<file path="src/rtl/ghost_mode_scheduler.sv">
// Global ghost mode generator: scatter/chase timetable, fright override,
// pause/death sequencing and the movement strobe.
module ghost_mode_scheduler #(
  parameter int TICKS_PER_SEC = 50000000,
  parameter int WARN_SECS     = 2
) (
  input  logic        i_clk,
  input  logic        i_rst,
  input  logic        i_start,
  input  logic        i_pause,
  input  logic        i_power_pellet,
  input  logic        i_pacman_died,
  input  logic        i_level_clear,
  input  logic [7:0]  i_level,
  input  logic [27:0] i_speed,
  output logic [3:0]  o_mode,
  output logic [2:0]  o_phase,
  output logic        o_mode_changed,
  output logic        o_fright_warn,
  output logic        o_step_tick
);

  localparam int PW = (TICKS_PER_SEC > 1) ? $clog2(TICKS_PER_SEC) : 1;
  localparam logic [PW-1:0] PMAX = PW'(TICKS_PER_SEC - 1);
  localparam logic [4:0] WARN = 5'(WARN_SECS);

  typedef enum logic [3:0] {
    IDLE    = 4'd0,
    CHASE   = 4'd1,
    SCATTER = 4'd2,
    FRIGHT  = 4'd3,
    DIED    = 4'd4,
    PAUSE   = 4'd5
  } mode_e;

  mode_e         mode_q, mode_d;
  mode_e         fret_q, fret_d;
  mode_e         pret_q, pret_d;
  logic [2:0]    phase_q, phase_d;
  logic [4:0]    pt_q, pt_d;
  logic [4:0]    ft_q, ft_d;
  logic [PW-1:0] presc_q, presc_d;
  logic [27:0]   cnt_q, cnt_d;
  logic [27:0]   per_q, per_d;
  logic          chg_q, chg_d;
  logic          warn_q, warn_d;
  logic          tick_q, tick_d;

  logic        cs, fr, counting, running, sec_tick, ph_exp, fr_exp;
  logic [27:0] eff;

  function automatic logic [4:0] phase_secs(
    input logic [7:0] lvl,
    input logic [2:0] ph
  );
    logic [4:0] r;
    logic       lo;
    lo = (lvl <= 8'd1);
    case (ph)
      3'd0, 3'd2:       r = lo ? 5'd7 : 5'd5;
      3'd1, 3'd3, 3'd5: r = 5'd20;
      3'd4:             r = 5'd5;
      3'd6:             r = lo ? 5'd5 : 5'd1;
      default:          r = 5'd0;
    endcase
    return r;
  endfunction

  function automatic logic [4:0] fright_secs(input logic [7:0] lvl);
    logic [4:0] r;
    if (lvl <= 8'd1)      r = 5'd6;
    else if (lvl == 8'd2) r = 5'd5;
    else                  r = 5'd3;
    return r;
  endfunction

  assign cs       = (mode_q == CHASE) || (mode_q == SCATTER);
  assign fr       = (mode_q == FRIGHT);
  assign counting = cs || fr;
  assign running  = counting || (mode_q == DIED);
  assign sec_tick = counting && (presc_q == PMAX);
  // phase 7 is loaded with 0 and never expires
  assign ph_exp   = cs && sec_tick && (phase_q != 3'd7) && (pt_q == 5'd1);
  assign fr_exp   = fr && sec_tick && (ft_q == 5'd1);
  assign eff      = (i_speed == 28'd0) ? 28'd1 : i_speed;

  always_comb begin
    mode_d  = mode_q;
    fret_d  = fret_q;
    pret_d  = pret_q;
    phase_d = phase_q;
    pt_d    = pt_q;
    ft_d    = ft_q;
    presc_d = presc_q;
    cnt_d   = cnt_q;
    per_d   = per_q;
    chg_d   = 1'b0;
    tick_d  = 1'b0;
    warn_d  = 1'b0;

    if (counting) presc_d = sec_tick ? '0 : presc_q + PW'(1);
    if (cs && sec_tick && pt_q > 5'd1) pt_d = pt_q - 5'd1;
    if (fr && sec_tick && ft_q > 5'd1) ft_d = ft_q - 5'd1;

    if (i_level_clear) begin
      mode_d  = IDLE;
      fret_d  = IDLE;
      pret_d  = IDLE;
      phase_d = 3'd0;
      pt_d    = 5'd0;
      ft_d    = 5'd0;
      presc_d = '0;
    end else if (i_pacman_died && mode_q != IDLE) begin
      mode_d  = DIED;
      fret_d  = IDLE;
      pret_d  = IDLE;
      ft_d    = 5'd0;
      presc_d = '0;
    end else if (i_pause && counting) begin
      pret_d  = mode_q;
      mode_d  = PAUSE;
      presc_d = '0;
    end else if (i_pause && mode_q == PAUSE) begin
      mode_d = pret_q;
    end else if (i_power_pellet && counting) begin
      mode_d  = FRIGHT;
      ft_d    = fright_secs(i_level);
      presc_d = '0;
      if (!fr) begin
        fret_d = mode_q;
        chg_d  = 1'b1;
      end
    end else if (ph_exp) begin
      phase_d = phase_q + 3'd1;
      mode_d  = (mode_q == SCATTER) ? CHASE : SCATTER;
      pt_d    = phase_secs(i_level, phase_q + 3'd1);
      presc_d = '0;
      chg_d   = 1'b1;
    end else if (fr_exp) begin
      mode_d  = fret_q;
      ft_d    = 5'd0;
      presc_d = '0;
    end else if (i_start && (mode_q == IDLE || mode_q == DIED)) begin
      mode_d  = SCATTER;
      phase_d = 3'd0;
      pt_d    = phase_secs(i_level, 3'd0);
      ft_d    = 5'd0;
      presc_d = '0;
    end

    warn_d = (mode_d == FRIGHT) && (ft_d <= WARN);

    // >= keeps the strobe sane if a shorter period lands mid-count
    if (mode_q == IDLE) begin
      cnt_d = 28'd0;
    end else if (running) begin
      if (cnt_q >= per_q - 28'd1) begin
        cnt_d  = 28'd0;
        tick_d = 1'b1;
        per_d  = eff;
      end else begin
        cnt_d = cnt_q + 28'd1;
      end
    end
    if (mode_d != mode_q) per_d = eff;
  end

  always_ff @(posedge i_clk) begin
    if (i_rst) begin
      mode_q  <= IDLE;
      fret_q  <= IDLE;
      pret_q  <= IDLE;
      phase_q <= 3'd0;
      pt_q    <= 5'd0;
      ft_q    <= 5'd0;
      presc_q <= '0;
      cnt_q   <= 28'd0;
      per_q   <= 28'd1;
      chg_q   <= 1'b0;
      warn_q  <= 1'b0;
      tick_q  <= 1'b0;
    end else begin
      mode_q  <= mode_d;
      fret_q  <= fret_d;
      pret_q  <= pret_d;
      phase_q <= phase_d;
      pt_q    <= pt_d;
      ft_q    <= ft_d;
      presc_q <= presc_d;
      cnt_q   <= cnt_d;
      per_q   <= per_d;
      chg_q   <= chg_d;
      warn_q  <= warn_d;
      tick_q  <= tick_d;
    end
  end

  assign o_mode         = mode_q;
  assign o_phase        = phase_q;
  assign o_mode_changed = chg_q;
  assign o_fright_warn  = warn_q;
  assign o_step_tick    = tick_q;

endmodule

</file>
<file path="config.mk">
export PLATFORM = sky130hd
export DESIGN_NAME = ghost_mode_scheduler
export DESIGN_NICKNAME = d
export VERILOG_FILES = /design/src/rtl/ghost_mode_scheduler.sv
export SDC_FILE = /design/constraint.sdc
export NUM_CORES = 1
export LEC_CHECK = 0
export ABC_CLOCK_PERIOD_IN_PS = 5600
export CORE_ASPECT_RATIO = 0.6
export CORE_MARGIN = 2
export CORE_UTILIZATION = 40
export CTS_CLUSTER_DIAMETER = 80
export CTS_CLUSTER_SIZE = 20
export DETAILED_ROUTE_END_ITERATION = 6
export PLACE_DENSITY = 0.55
export RECOVER_POWER = 50
export SLEW_MARGIN = 5
export SYNTH_ARGS = -nofsm -noshare
export SYNTH_HDL_FRONTEND = slang
export SYNTH_SLANG_ARGS = --single-unit
</file>
<file path="constraint.sdc">
create_clock -name i_clk -period 5.6 [get_ports i_clk]
set_input_delay 1.12 -clock i_clk [delete_from_list [all_inputs] [get_ports i_clk]]
set_output_delay 1.12 -clock i_clk [all_outputs]
set_load 0.01 [all_outputs]
</file>
==> results of run 1 <==
## final timing paths
check / slack [ns] / start / endpoint / cells after the start
worst max-delay path: 0.64 / per_q[2] / per_q[22] / 15
worst min register to register: 0.47 / pret_q[0] / pret_q[0] / 2
worst max register to register: 0.64 / per_q[2] / per_q[22] / 15
worst min-delay path: 0.47 / pret_q[0] / pret_q[0] / 2
## layout by cell type, fill, tap and decap left out, drive strengths merged, types with 6 or more instances in the layout
cell,instances
dfxtp,110
nor4,21
or2,7
nor3,25
nand3,32
and4,6
or3,9
nor2,110
nand4,21
inv,22
nand2b,60
clkdlybuf4s50,41
xor2,38
ha,41
clkbuf,9
xnor2,46
o21ai,14
and3,18
nand2,53
or4,6
a21oi,29
dlygate4sd3,11
mux2i,29
## per-stage QoR
| stage | total power (µW) | area (µm²) | hold WS (ns) | setup WS (ns) |
|---|---|---|---|---|
| 2_1_floorplan | 1133 | 6715 | 0.4363 | 1.577 |
| 3_3_place_gp | 1224 | 7385 | 0.4465 | 0.9141 |
| 3_5_place_dp | 1233 | 7385 | 0.4596 | 0.6771 |
| 4_1_cts | 1846 | 7659 | 0.4701 | 0.6282 |
| 5_1_grt | 1923 | 7659 | 0.4788 | 0.1842 |
| 6_report | 1831 | 7659 | 0.4722 | 0.6355 |
## worst max-delay path: cells and delay by family, from the launching register on
family,cells,cell delay (ns)
buffers and inverters,1,0.29
and+or+nand+nor,7,2.88
muxes,1,0.20
adders and majority gates,1,0.27
xor gates and xnor gates,1,0.16
DFF,1,0.37
AOI/OAI and AO/OA,4,0.70
## routing by layer
metal / routed length (µm) / share of wire / track usage / vias to the layer above
met5: 0 / 0 / 0 / -
met4: 135 / 0.0077 / 0.03753 / 0
met3: 1331 / 0.075 / 0.06469 / 13
met2: 6392 / 0.36 / 0.2480 / 180
met1: 9774 / 0.55 / 0.3259 / 2691
li1: - / - / - / 2881
## power groups by stage
stage	Clock, µW	Combinational (µW)	Sequential (µW)
2_1_floorplan	0	273	859
3_3_place_gp	0	351	874
3_5_place_dp	0	356	877
4_1_cts	629	358	858
5_1_grt	663	396	864
6_report	612	360	859
## layout make-up
| cell class | instances | share of cell area |
|---|---|---|
| clock inverter | 7 | 0.006372 |
| inverter | 20 | 0.009802 |
| timing repair buffer | 57 | 0.07286 |
| multi-input combinational | 637 | 0.5568 |
| clock buffer | 9 | 0.02941 |
| tap | 228 | 0.03725 |
| sequential | 110 | 0.2875 |
## kinds of logic after synthesis
group | Yosys count
adders and majority gates | 41
and+or+nand+nor | 393
DFF | 110
xor gates and xnor gates | 84
muxes | 30
buffers and inverters | 49
AOI/OAI and AO/OA | 89
## sequential cells by signal (all words and copies together) (netlist names)
register        flops
o_mode_changed      1
fret_q              4
ft_q                5
o_fright_warn       1
per_q              28
presc_q            26
o_mode              4
pret_q              4
cnt_q              28
o_step_tick         1
pt_q                5
o_phase             3
==> results.json, run 1 <==
{
  "irDropWorstVdd_mv": 0.1478,
  "clock_skew_ns": 0.006272,
  "cts.clk_slew.worst_paths_ns": 0.08,
  "grt_pass1_vias": 5251,
  "numCtsBuffers": 9,
  "synth_top_family_by_area": "simple AND/OR/NAND/NOR gates",
  "switching_share": 0.2994,
  "synth_commonest_cells": "110 x dfxtp_1, 110 x nor2_1, 60 x nand2b_1, 53 x nand2_1, 46 x xnor2_1",
  "port_buffers": 52,
  "syn_inst": 796,
  "cpMaxStageDelayCell": "and4b_2",
  "syn_area_um2": 6715,
  "synth_area_leader_cell": "dfxtp_1",
  "power_switching_uw": 548.3,
  "antenna_found_initial": 0,
  "power_density_nw_per_um2": 239.1,
  "status": "completed",
  "max_slew_margin": 0.2551,
  "cp-end-kind": "register",
  "remaining_drc_errors": 0,
  "root_buffer": "clkbuf_16",
  "ys_top_cells_by_area": "dfxtp_1 33%, ha_1 7.6%, nor2_1 6.1%",
  "avgSynthCellArea_um2": 8.436,
  "crit_top_cell": "o21ai_0",
  "synth_edf_count": 0,
  "yosysSeqAreaShare": 0.3279,
  "grt_max_degree": 64,
  "cp_max_fo": 18,
  "p_leak_uw": 0.002807,
  "cts_tree": "done",
  "clock_latency_ns": 0.35,
  "seq_power_share": 0.469,
  "syn_nets": 880,
  "worst_slew_pin_slew_ns": 1.089,
  "ys_ff_latch": 110,
  "clkPwrFrac": 0.334,
  "overflow": 0,
  "n_fill_cell": 1600,
  "gp_congestion": 0.9238,
  "drv_slew": 0,
  "antenna_cells": 0,
  "dp_hpwl_um": 13720,
  "cts_buffer_depth": 2,
  "drv_cap": 0,
  "fin_cells": 1068,
  "io_pins": 53,
  "worst_hold_path_type": "register to register",
  "dp_cells": 1052,
  "num_vias": 5765,
  "grt_usage": 0.2009,
  "vias_per_cell": 5.398,
  "yosysTopAreaCellShare": 0.3279,
  "async_reset_ff_frac": 0,
  "postCtsSetupRepairBufs": 0,
  "yosys.area_share.simple": 0.3149,
  "worstPathRequired_ns": 5.88,
  "synth.distinct_cells": 70,
  "internal_power_uw": 1283,
  "synthMuxAreaShare": 0.04490,
  "fmax_ghz": 0.2014,
  "cts_num_sinks": 110,
  "grt_pass1_wl_um": 28190,
  "h-tree-depth": 3,
  "pwr-share-comb": 0.197,
  "die_h_um": 104.4,
  "ys_warn_count": 0,
  "layout-drive-gt1-share": 0.05357,
  "die_area_um2": 17870,
  "crit_arrival_ns": 5.24,
  "area_growth_pct": 14.05,
  "hold_buffers": 0,
  "start_util": 0.4118,
  "synthAdderAreaFrac": 0.07639,
  "wl_um": 17630,
  "rows": 36,
  "core_area_um2": 16310,
  "drt-initial-drc-count": 484,
  "max_stage_delay_ns": 0.67,
  "synth_xor_area_frac": 0.1096,
  "rsz0062_at_grt": "false",
  "final_nets": 919,
  "drtPass1Iterations": 7,
  "path_cells": "or4_4 > nor4_2 > nand3_1 > or4_1 > nor4_1 > xnor2_1 > ha_1 > a21oi_1 > o21ai_0 > and3b_1 > o311ai_0 > o21ai_0 > and4b_2 > buf_4 > mux2i_1",
  "finalCriticalPeriod_ns": 4.964,
  "setup_violations": 0,
  "cts_resized": 0,
  "multi_input_area_um2": 4264,
  "worstSetupPathType": "register to register",
  "final-hold-violation-count": 0,
  "final_util": 0.4697,
  "seq_area_um2": 2202,
  "ant_nets": 0,
  "finalCritPeriodShare": 0.8865,
  "tns_ns": 0,
  "synth-compound-area-share": 0.08906,
  "critPathLaunchType": "register",
  "synth_ff_type": "dfxtp_1",
  "wire_per_inst_um": 16.51,
  "die_width_um": 171.3
}
Power figures use the tool's default switching activity.
==> inputs of run 2 (changes only) <==
Settings changed: CAP_MARGIN set to 0.
==> results of run 2 <==
No change in the layout: final DEF, timing and power equal those of run 1.
